`src/rtl/cpu_16.sv`:
```
// cpu_16: minimal 16-bit multi-cycle Harvard CPU (FETCH -> EXEC -> [MEM]).
// Instruction and data ports use req/rdy handshakes; 16'hFFFF halts the core.

module cpu_16_regs (
    input  logic        clk,
    input  logic        reset,
    input  logic [2:0]  i_ra_sel,
    input  logic [2:0]  i_rb_sel,
    input  logic [2:0]  i_rd_sel,
    output logic [15:0] o_ra,
    output logic [15:0] o_rb,
    output logic [15:0] o_rd,
    input  logic        i_we,
    input  logic [2:0]  i_wa,
    input  logic [15:0] i_wd
);
    logic [15:0] rmem [0:7];

    // NOTE: this storage is a flop array, not a RAM macro, so it can and does take the async reset.
    always_ff @(posedge clk or negedge reset) begin
        if (!reset) begin
            for (int i = 0; i < 8; i++) rmem[i] <= '0;
        end else if (i_we) begin
            rmem[i_wa] <= i_wd;
        end
    end

    assign o_ra = rmem[i_ra_sel];
    assign o_rb = rmem[i_rb_sel];
    assign o_rd = rmem[i_rd_sel];
endmodule

module cpu_16 #(
    parameter logic [15:0] RESET_PC = 16'h0000
) (
    input  logic        clk,
    input  logic        reset,
    output logic [15:0] ins_rd_addr,
    input  logic [15:0] ins_rd_data,
    output logic        ins_rd_req,
    input  logic        ins_rd_rdy,
    output logic [15:0] dat_rw_addr,
    output logic [15:0] dat_wr_data,
    input  logic [15:0] dat_rd_data,
    output logic        dat_rd_req,
    input  logic        dat_rd_rdy,
    output logic        dat_wr_req,
    input  logic        dat_wr_rdy
);
    typedef enum logic [1:0] {FETCH, EXEC, MEM, HALT} state_t;

    state_t      r_state, w_next;
    logic        r_run;
    logic [15:0] r_pc;
    logic [15:0] de_ir;
    logic [15:0] r_dat_addr;
    logic [15:0] r_dat_wdata;

    logic [3:0]  w_op;
    logic [2:0]  w_rd, w_ra, w_rb, w_fn;
    logic [15:0] w_s6, w_s9;
    logic [15:0] w_ra_val, w_rb_val, w_rd_val;
    logic [15:0] w_pc_inc, w_pc_next, w_alu, w_exec_wd, w_ea;
    logic        w_halt, w_is_load, w_is_store, w_mem_op, w_exec_we;
    logic        w_fetch_done, w_rf_we;
    logic [15:0] w_rf_wd;

    assign w_op       = de_ir[15:12];
    assign w_rd       = de_ir[11:9];
    assign w_ra       = de_ir[8:6];
    assign w_rb       = de_ir[5:3];
    assign w_fn       = de_ir[2:0];
    assign w_s6       = {{10{de_ir[5]}}, de_ir[5:0]};
    assign w_s9       = {{7{de_ir[8]}}, de_ir[8:0]};
    assign w_halt     = (de_ir == 16'hFFFF);
    assign w_is_load  = (w_op == 4'h2);
    assign w_is_store = (w_op == 4'h3);
    assign w_mem_op   = w_is_load | w_is_store;
    assign w_pc_inc   = r_pc + 16'd1;
    assign w_ea       = w_ra_val + w_s6;

    // r_run holds requests off for the first cycle after reset release, so a stale rdy is ignored
    assign w_fetch_done = (r_state == FETCH) && r_run && ins_rd_rdy;

    assign w_rf_we = ((r_state == EXEC) && w_exec_we) ||
                     ((r_state == MEM) && w_is_load && dat_rd_rdy);
    assign w_rf_wd = (r_state == MEM) ? dat_rd_data : w_exec_wd;

    cpu_16_regs regs (
        .clk      (clk),
        .reset    (reset),
        .i_ra_sel (w_ra),
        .i_rb_sel (w_rb),
        .i_rd_sel (w_rd),
        .o_ra     (w_ra_val),
        .o_rb     (w_rb_val),
        .o_rd     (w_rd_val),
        .i_we     (w_rf_we),
        .i_wa     (w_rd),
        .i_wd     (w_rf_wd)
    );

    // NOTE: every output of a combinational block gets a default first, otherwise a latch is inferred.
    always_comb begin
        w_alu = '0;
        case (w_fn)
            3'd0: w_alu = w_ra_val + w_rb_val;
            3'd1: w_alu = w_ra_val - w_rb_val;
            3'd2: w_alu = w_ra_val & w_rb_val;
            3'd3: w_alu = w_ra_val | w_rb_val;
            3'd4: w_alu = w_ra_val ^ w_rb_val;
            3'd5: w_alu = {15'd0, $signed(w_ra_val) < $signed(w_rb_val)};
            3'd6: w_alu = w_ra_val << w_rb_val[3:0];
            3'd7: w_alu = w_ra_val >> w_rb_val[3:0];
            default: w_alu = '0;
        endcase
    end

    // Both links read ra/rd before any write lands, so JALR rd==ra sees the old ra.
    always_comb begin
        w_exec_we = 1'b0;
        w_exec_wd = w_alu;
        w_pc_next = w_pc_inc;
        case (w_op)
            4'h0: w_exec_we = 1'b1;
            4'h1: begin w_exec_we = 1'b1; w_exec_wd = w_ea; end
            4'h4: begin w_exec_we = 1'b1; w_exec_wd = w_s9; end
            4'h5: begin w_exec_we = 1'b1; w_exec_wd = {de_ir[7:0], w_rd_val[7:0]}; end
            4'h6: if (w_rd_val == 16'd0) w_pc_next = w_pc_inc + w_s9;
            4'h7: if (w_rd_val != 16'd0) w_pc_next = w_pc_inc + w_s9;
            4'h8: begin w_exec_we = 1'b1; w_exec_wd = w_pc_inc; w_pc_next = w_pc_inc + w_s9; end
            4'h9: begin w_exec_we = 1'b1; w_exec_wd = w_pc_inc; w_pc_next = w_ra_val; end
            default: ;
        endcase
    end

    // NOTE: clocked state uses non-blocking assignments so every register samples pre-edge values.
    always_ff @(posedge clk or negedge reset) begin
        if (!reset) r_state <= FETCH;
        else        r_state <= w_next;
    end

    always_comb begin
        w_next = r_state;
        case (r_state)
            FETCH: if (w_fetch_done) w_next = EXEC;
            EXEC: begin
                if (w_halt)        w_next = HALT;
                else if (w_mem_op) w_next = MEM;
                else               w_next = FETCH;
            end
            MEM: if ((w_is_load && dat_rd_rdy) || (w_is_store && dat_wr_rdy)) w_next = FETCH;
            HALT: w_next = HALT;
            default: w_next = FETCH;
        endcase
    end

    always_comb begin
        ins_rd_req = (r_state == FETCH) && r_run;
        dat_rd_req = (r_state == MEM) && w_is_load;
        dat_wr_req = (r_state == MEM) && w_is_store;
    end

    always_ff @(posedge clk or negedge reset) begin
        if (!reset) begin
            r_run       <= 1'b0;
            r_pc        <= RESET_PC;
            de_ir       <= '0;
            r_dat_addr  <= '0;
            r_dat_wdata <= '0;
        end else begin
            r_run <= 1'b1;
            if (w_fetch_done) de_ir <= ins_rd_data;
            if ((r_state == EXEC) && !w_halt) begin
                r_pc <= w_pc_next;
                if (w_mem_op) begin
                    r_dat_addr  <= w_ea;
                    r_dat_wdata <= w_rd_val;
                end
            end
        end
    end

    assign ins_rd_addr = r_pc;
    assign dat_rw_addr = r_dat_addr;
    assign dat_wr_data = r_dat_wdata;
endmodule

```
`config.mk`:
```
export PLATFORM = sky130hd
export DESIGN_NAME = cpu_16
export DESIGN_NICKNAME = d
export VERILOG_FILES = /design/src/rtl/cpu_16.sv
export SDC_FILE = /design/constraint.sdc
export NUM_CORES = 1
export LEC_CHECK = 0
export ABC_AREA = 1
export CAP_MARGIN = 20
export CORE_MARGIN = 1.5
export CORE_UTILIZATION = 30
export CTS_BUF_LIST = sky130_fd_sc_hd__clkbuf_8
export DETAILED_ROUTE_END_ITERATION = 8
export SYNTH_ARGS = -nofsm -noshare
export SYNTH_HDL_FRONTEND = slang
export SYNTH_SLANG_ARGS = --single-unit
```
`constraint.sdc`:
```
create_clock -name clk -period 4.5 [get_ports clk]
set_clock_uncertainty 0.2 [all_clocks]
set_input_delay 1.125 -clock clk [delete_from_list [all_inputs] [get_ports clk]]
set_output_delay 1.125 -clock clk [all_outputs]
set_load 0.03 [all_outputs]
```
==> flow_summary_export.csv, run 1 <==
group,metric,value,unit
critical_path,worstPathMaxFanout,15,
logic_synthesis,synth_top_cell_area_share,27.9,%
logic_synthesis,yosys_warnings,0,
finish,fill_cells,6450,
critical_path,r2r_cells,22,
logic_synthesis,yosysSeqAreaShare,27.9,%
finish,mostFrequentLayoutCells,"1093 x nand2_1, 326 x inv_1, 236 x nand3_1, 201 x a21oi_1, 193 x dfrtp_1",
global_route,grt_max_degree,80,
detailed_routing,drcViolationCount,0,
logic_synthesis,synth_mux_area_share,0.0643,%
logic_synthesis,avgSynthCellArea,6.06,um2
finish,drive_gt1_share,6.81,%
clock_tree,cts.clk_slew.worst_paths,110,ps
global_route,grt_pass1_wl,117,mm
logic_synthesis,synth_top_family_by_area,"simple AND/OR/NAND/NOR gates",
logic_synthesis,synth_flop_cell,"dfrtp_1",
power,vdd_drop_max,0.000165,V
placement,dpl-instance-area,19800,um2
min_path,hold_depth,2,
detailed_routing,vias,20047,
detailed_routing,avgRoutedWirePerCell,20.6,um
critical_path,crit_arrival,4560,ps
critical_path,path_class,"reg2reg",
placement,gp_congestion,1.07,
finish,area_growth,15.1,%
finish,final_area,20200,um2
clock_tree,clock-sinks,195,
floorplanning,num_rows,88,
global_route,overflow,0,
logic_synthesis,synth_cell_types,54,
critical_path,crit_required,4780,ps
clock_tree,cts_tree,"built",
clock_tree,cts_buffers,17,
timing,fin_tns_setup,0,ps
timing,fmax,234,MHz
logic_synthesis,synth_area_leader_cell,"dfrtp_1",
timing,finalCritPeriodShare,95.1,%
placement,hpwl,57.9,mm
critical_path,cp-start-kind,"register",
clock_tree,cts_root_buf,"clkbuf_8",
logic_synthesis,netlist_instances,2892,
logic_synthesis,syn_nets,3013,
logic_synthesis,synth_compound_area_share,15.9,%
power,p_per_area,149,nW/um2
critical_path,rr_startpoint,"de_ir[3]$_DFFE_PN0P_",
floorplanning,die_h,245,um
timing,slew_headroom,28.6,%
detailed_routing,via_per_inst,5.33,
timing,rsz0062_at_grt,"no",
min_path,min_from,"dat_rw_addr[2]$_DFFE_PN0P_",
clock_tree,htree_levels,4,
min_path,min-delay-path-class,"reg2reg",
floorplanning,die_w,245,um
detailed_routing,drt_iter0_drc,2623,
clock_tree,cts_buffer_depth,2,
floorplanning,io_pins,88,
clock_tree,clock_latency,590,ps
timing,hold_viol,0,
detailed_routing,wirelength,77.6,mm
detailed_routing,drt.antenna.violating_nets,0,
global_route,grt_pass1_vias,18516,
global_route,antenna_found_initial,0,
floorplanning,coreArea,57700,um2
critical_path,reg2reg_to,"regs.rmem[64]$_DFFE_PN0P_",
timing,setup-violations-final,0,
outcome,outcome,"finished, final reports clean",
global_route,gr-usage-all-layers,26.0,%
critical_path,reg2reg_slack,220,ps
logic_synthesis,synth_area_leaders,"dfrtp_1 28%, nand2_1 24%, inv_1 7.0%, nand3_1 6.8%, a21oi_1 5.7%",
critical_path,worstSetupEndpointType,"register",
floorplanning,dieArea,59900,um2
finish,mostFrequentLayoutCell,"nand2_1",
power,leakagePower,10.5,nW
logic_synthesis,ys_async_sr_fraction,100,%
detailed_routing,drtPass1Iterations,6,
run,cap_violations,0,
logic_synthesis,synth_seq_cells,195,
placement,port_buffers,87,
logic_synthesis,syn_area,17500,um2
timing,drv_slew,0,
logic_synthesis,synth_xor_area_share,2.05,%
finish,nNetsFinal,3104,
finish,diodes,0,
timing,fin_crit,4280,ps
floorplanning,start_util,30.4,%
timing,worst_pin_slew,1070,ps
min_path,holdPathEnd,"dat_rw_addr[2]$_DFFE_PN0P_",
logic_synthesis,synthAdderAreaFrac,6.17,%
logic_synthesis,synth-simple-area-share,37.4,%
logic_synthesis,synth-edff-count,0,
flip-flops by register name, summed over array words and instances (netlist names):
name and count:
de_ir 16, r_state 2, regs.rmem 128, dat_wr_data 16
r_run 1, dat_rw_addr 16, ins_rd_addr 16
power breakdown:
group	internal (W)	switching (W)	total (W)
Sequential	0.00175	0.0000000745	0.00175
Clock	0.000406	0.000775	0.00118
Combinational	0.0000306	0.0000458	0.0000764
Total	0.00219	0.000821	0.00301
per-layer routing:
layer / share of wire (%) / track usage, % / routed length [um]
met1: 44 / 37.0 / 34500
met2: 41 / 37.4 / 31800
met3: 10 / 5.93 / 8040
met4: 4.2 / 11.1 / 3260
met5: 0 / 0 / 0
worst max path at each step:
stage	cells after the start	end	startpoint
6_report	22	regs.rmem[64]$_DFFE_PN0P_	de_ir[3]$_DFFE_PN0P_
5_1_grt	24	regs.rmem[122]$_DFFE_PN0P_	de_ir[6]$_DFFE_PN0P_
4_1_cts	24	regs.rmem[9]$_DFFE_PN0P_	de_ir[3]$_DFFE_PN0P_
3_5_place_dp	22	regs.rmem[64]$_DFFE_PN0P_	de_ir[3]$_DFFE_PN0P_
3_3_place_gp	23	regs.rmem[16]$_DFFE_PN0P_	de_ir[4]$_DFFE_PN0P_
2_1_floorplan	24	regs.rmem[58]$_DFFE_PN0P_	de_ir[3]$_DFFE_PN0P_
per-stage QoR:
step / setup slack [ps] / instances / total power (W) / hold slack (ps) / util, %
global placement: 204 / 3728 / 0.00187 / 262 / 34.2
CTS: 217 / 3761 / 0.00304 / 292 / 34.9
finish: 223 / 3761 / 0.00301 / 289 / 35.0
global route: 0.635 / 3761 / 0.00311 / 309 / 35.0
floorplan: 660 / 2892 / 0.00179 / 249 / -
detailed placement: 252 / 3729 / 0.00187 / 264 / 34.3
repair_timing:
item	4_1_cts	5_1_grt
buffers inserted	0	0
hold buffers	0	0
setup endpoints to repair	0	72
resized for setup	0	15
cells in the mapped netlist (6+ instances only):
library cell,n
ha_1,80
xor2_1,26
nor2_1,165
buf_1,14
nand4_1,28
o211ai_1,8
a21oi_1,201
buf_2,35
a21boi_1,7
o22ai_1,43
a21boi_0,6
xnor2_1,15
inv_2,8
o21bai_1,11
nand3b_1,10
o21ai_1,7
nand3_1,237
dfrtp_1,195
inv_1,329
a31oi_1,7
o21ai_0,181
a21o_1,6
clkbuf_1,75
nor3_1,24
nand2_1,1097
or2_2,9
critical path, stage by stage (launching register included):
cell and delay, ps:
dfrtp_2 450, inv_2 250, buf_4 260, o21ai_0 90, nand2_1 60, inv_1 30
o21ai_0 250, buf_4 200, inv_1 60, ha_1 380, inv_1 180, nand2_1 140
nor2_2 160, nand4_1 170, nand3_2 130, a21oi_1 80, or2_2 280, nand3_1 120
nand4_1 100, nand2_1 130, nand2_1 240, nand2_1 140, nand2_1 60
cells by family after synthesis:
family	count (synthesis)
XOR/XNOR	41
flip-flops	195
AND/OR/NAND/NOR	1593
other	1
adder cells (fa/ha/maj)	84
multiplexers	1
AO/OA/AOI/OAI	506
buffers and inverters	471
cell type report:
cell class | instances | area, um2 | area share [%]
timing repair buffer | 203 | 1850 | 9.19
tap | 765 | 957 | 4.75
inverter | 340 | 1280 | 6.33
sequential | 195 | 4880 | 24.2
multi-input combinational | 2226 | 10800 | 53.7
clock buffer | 17 | 234 | 1.16
clock inverter | 15 | 143 | 0.707
Note: power is estimated with default switching activity, not from simulation.
==> run 2: changes to the inputs <==
--- a/config.mk
+++ b/config.mk
@@ -11,6 +11,7 @@
 export CORE_UTILIZATION = 30
 export CTS_BUF_LIST = sky130_fd_sc_hd__clkbuf_8
 export DETAILED_ROUTE_END_ITERATION = 8
+export GPL_TIMING_DRIVEN = 0
 export SYNTH_ARGS = -nofsm -noshare
 export SYNTH_HDL_FRONTEND = slang
 export SYNTH_SLANG_ARGS = --single-unit
==> flow_summary_export.csv, run 2 (same netlist as run 1, synthesis figures left out) <==
group,metric,value,unit
floorplanning,dieArea,59900,um2
detailed_routing,drt_iter0_drc,2747,
clock_tree,cts_tree,"built",
clock_tree,cts_buffers,17,
detailed_routing,wirelength,87.3,mm
floorplanning,die_h,245,um
global_route,overflow,0,
global_route,gr-usage-all-layers,28.8,%
finish,fill_cells,6416,
detailed_routing,drcViolationCount,1,
critical_path,worstPathMaxFanout,10,
power,p_total,0.00310,W
finish,register_area,4890,um2
finish,drive_gt1_share,7.97,%
detailed_routing,avgRoutedWirePerCell,23.1,um
detailed_routing,vias,20763,
clock_tree,clock-sinks,195,
detailed_routing,drt.antenna.violating_nets,0,
finish,mostFrequentLayoutCells,"1065 x nand2_1, 325 x inv_1, 235 x nand3_1, 194 x a21oi_1, 189 x dfrtp_1",
min_path,min-delay-path-class,"reg2reg",
floorplanning,num_rows,88,
timing,finalCritPeriodShare,97.0,%
placement,gp_congestion,1.01,
power,p_per_area,151,nW/um2
finish,nNetsFinal,3119,
timing,drv_slew,0,
global_route,antenna_found_initial,0,
critical_path,worstSetupEndpointType,"register",
timing,holdWs,292,ps
placement,port_buffers,87,
timing,worst_pin_slew,1130,ps
global_route,grt_pass1_wl,127,mm
global_route,grt_pass1_vias,18978,
detailed_routing,drtPass1Iterations,8,
finish,multi_input_comb_area,11300,um2
finish,area_growth,16.8,%
timing,fin_tns_setup,0,ps
floorplanning,start_util,30.4,%
finish,final_area,20500,um2
run,cap_violations,0,
power,vdd_drop_max,0.000197,V
global_route,grt_max_degree,112,
clock_tree,cts_root_buf,"clkbuf_8",
detailed_routing,via_per_inst,5.50,
power,leakagePower,10.4,nW
timing,hold_viol,0,
clock_tree,ctsHoldBuffers,0,
clock_tree,cts.clk_slew.worst_paths,120,ps
critical_path,crit_arrival,4680,ps
clock_tree,cts_buffer_depth,2,
timing,fin_crit,4370,ps
critical_path,path_class,"reg2reg",
critical_path,crit_required,4810,ps
floorplanning,coreArea,57700,um2
outcome,outcome,"finished with violations",
clock_tree,htree_levels,4,
timing,setup-violations-final,0,
timing,slew_headroom,24.4,%
clock_tree,clock_latency,570,ps
outcome,violations,"design-rule violations",
critical_path,cp-start-kind,"register",
finish,top_register,"regs.rmem",
floorplanning,io_pins,88,
placement,dpl-instance-area,19400,um2
floorplanning,die_w,245,um
timing,fmax,229,MHz
finish,largest_reg_flops,128,
finish,mostFrequentLayoutCell,"nand2_1",
finish,diodes,0,
placement,hpwl,65.4,mm
-- run 2: critical path, stage by stage, from the launching register on --
cell and delay [ps]:
dfrtp_2 470, buf_4 210, inv_4 160, clkbuf_4 290, nand3_1 120, nand2_1 100, nand2_1 70, nand2_2 360
inv_1 150, ha_4 380, nand2_1 90, nor2_1 150, nand3_1 110, nand3_2 130, nand2_1 80, o21bai_1 180
xor2_1 240, nand2_1 80, nand4_1 200, nand2_1 140, nand2_4 190, nand2_1 70, nand2_1 100
-- run 2: layout make-up --
type	instances	area share, %
plain buffers	121	3.38
clock buffers	17	1.14
clock inverters	15	0.813
inverters	340	6.27
multi-input cells	2226	55.0
flip-flops and latches	195	23.9
well taps	765	4.68
repair buffers	97	4.81
-- run 2: metal layers --
layer / routed length [um] / GRT usage [%] / vias up / part of all wire (%)
li1: - / - / 9502 / -
met1: 37400 / 40.1 / 9785 / 43
met2: 35400 / 41.2 / 1253 / 41
met3: 9780 / 6.81 / 223 / 11
met4: 4710 / 14.8 / 0 / 5.4
met5: 0 / 0 / - / 0
-- run 2: final timing paths --
path / end / slack [ps] / start / depth (start not counted)
max in group asynchronous: regs.rmem[44]$_DFFE_PN0P_ / 2670 / reset / 2
max reg2reg: regs.rmem[111]$_DFFE_PN0P_ / 130 / de_ir[7]$_DFFE_PN0P_ / 22
max: regs.rmem[111]$_DFFE_PN0P_ / 130 / de_ir[7]$_DFFE_PN0P_ / 22
min reg2reg: regs.rmem[105]$_DFFE_PN0P_ / 290 / regs.rmem[105]$_DFFE_PN0P_ / 2
min: regs.rmem[105]$_DFFE_PN0P_ / 290 / regs.rmem[105]$_DFFE_PN0P_ / 2
min in group asynchronous: ins_rd_addr[12]$_DFFE_PN0P_ / 360 / reset / 1
-- run 2: repair_timing --
action | in CTS | in global routing
gates cloned | 0 | 0
pin swaps | 0 | 8
buffers inserted | 0 | 9
gates resized for setup | 134 | 90
endpoints found under the setup margin | 123 | 120
endpoints found under the hold margin | 0 | 0
-- run 2: stage by stage --
step / util [%] / instances / worst slack, ps
floorplan: - / 2892 / 660
global route: 35.5 / 3776 / -38.4
CTS: 34.8 / 3770 / 4.84
finish: 35.5 / 3776 / 134
detailed placement: 33.6 / 3745 / -2090
global placement: 33.5 / 3744 / -6750
-- run 2: report_power, final --
group          internal, W  switching (W)
logic            0.0000308      0.0000545
clock network     0.000464       0.000796
registers          0.00175    0.000000111
total              0.00225       0.000851
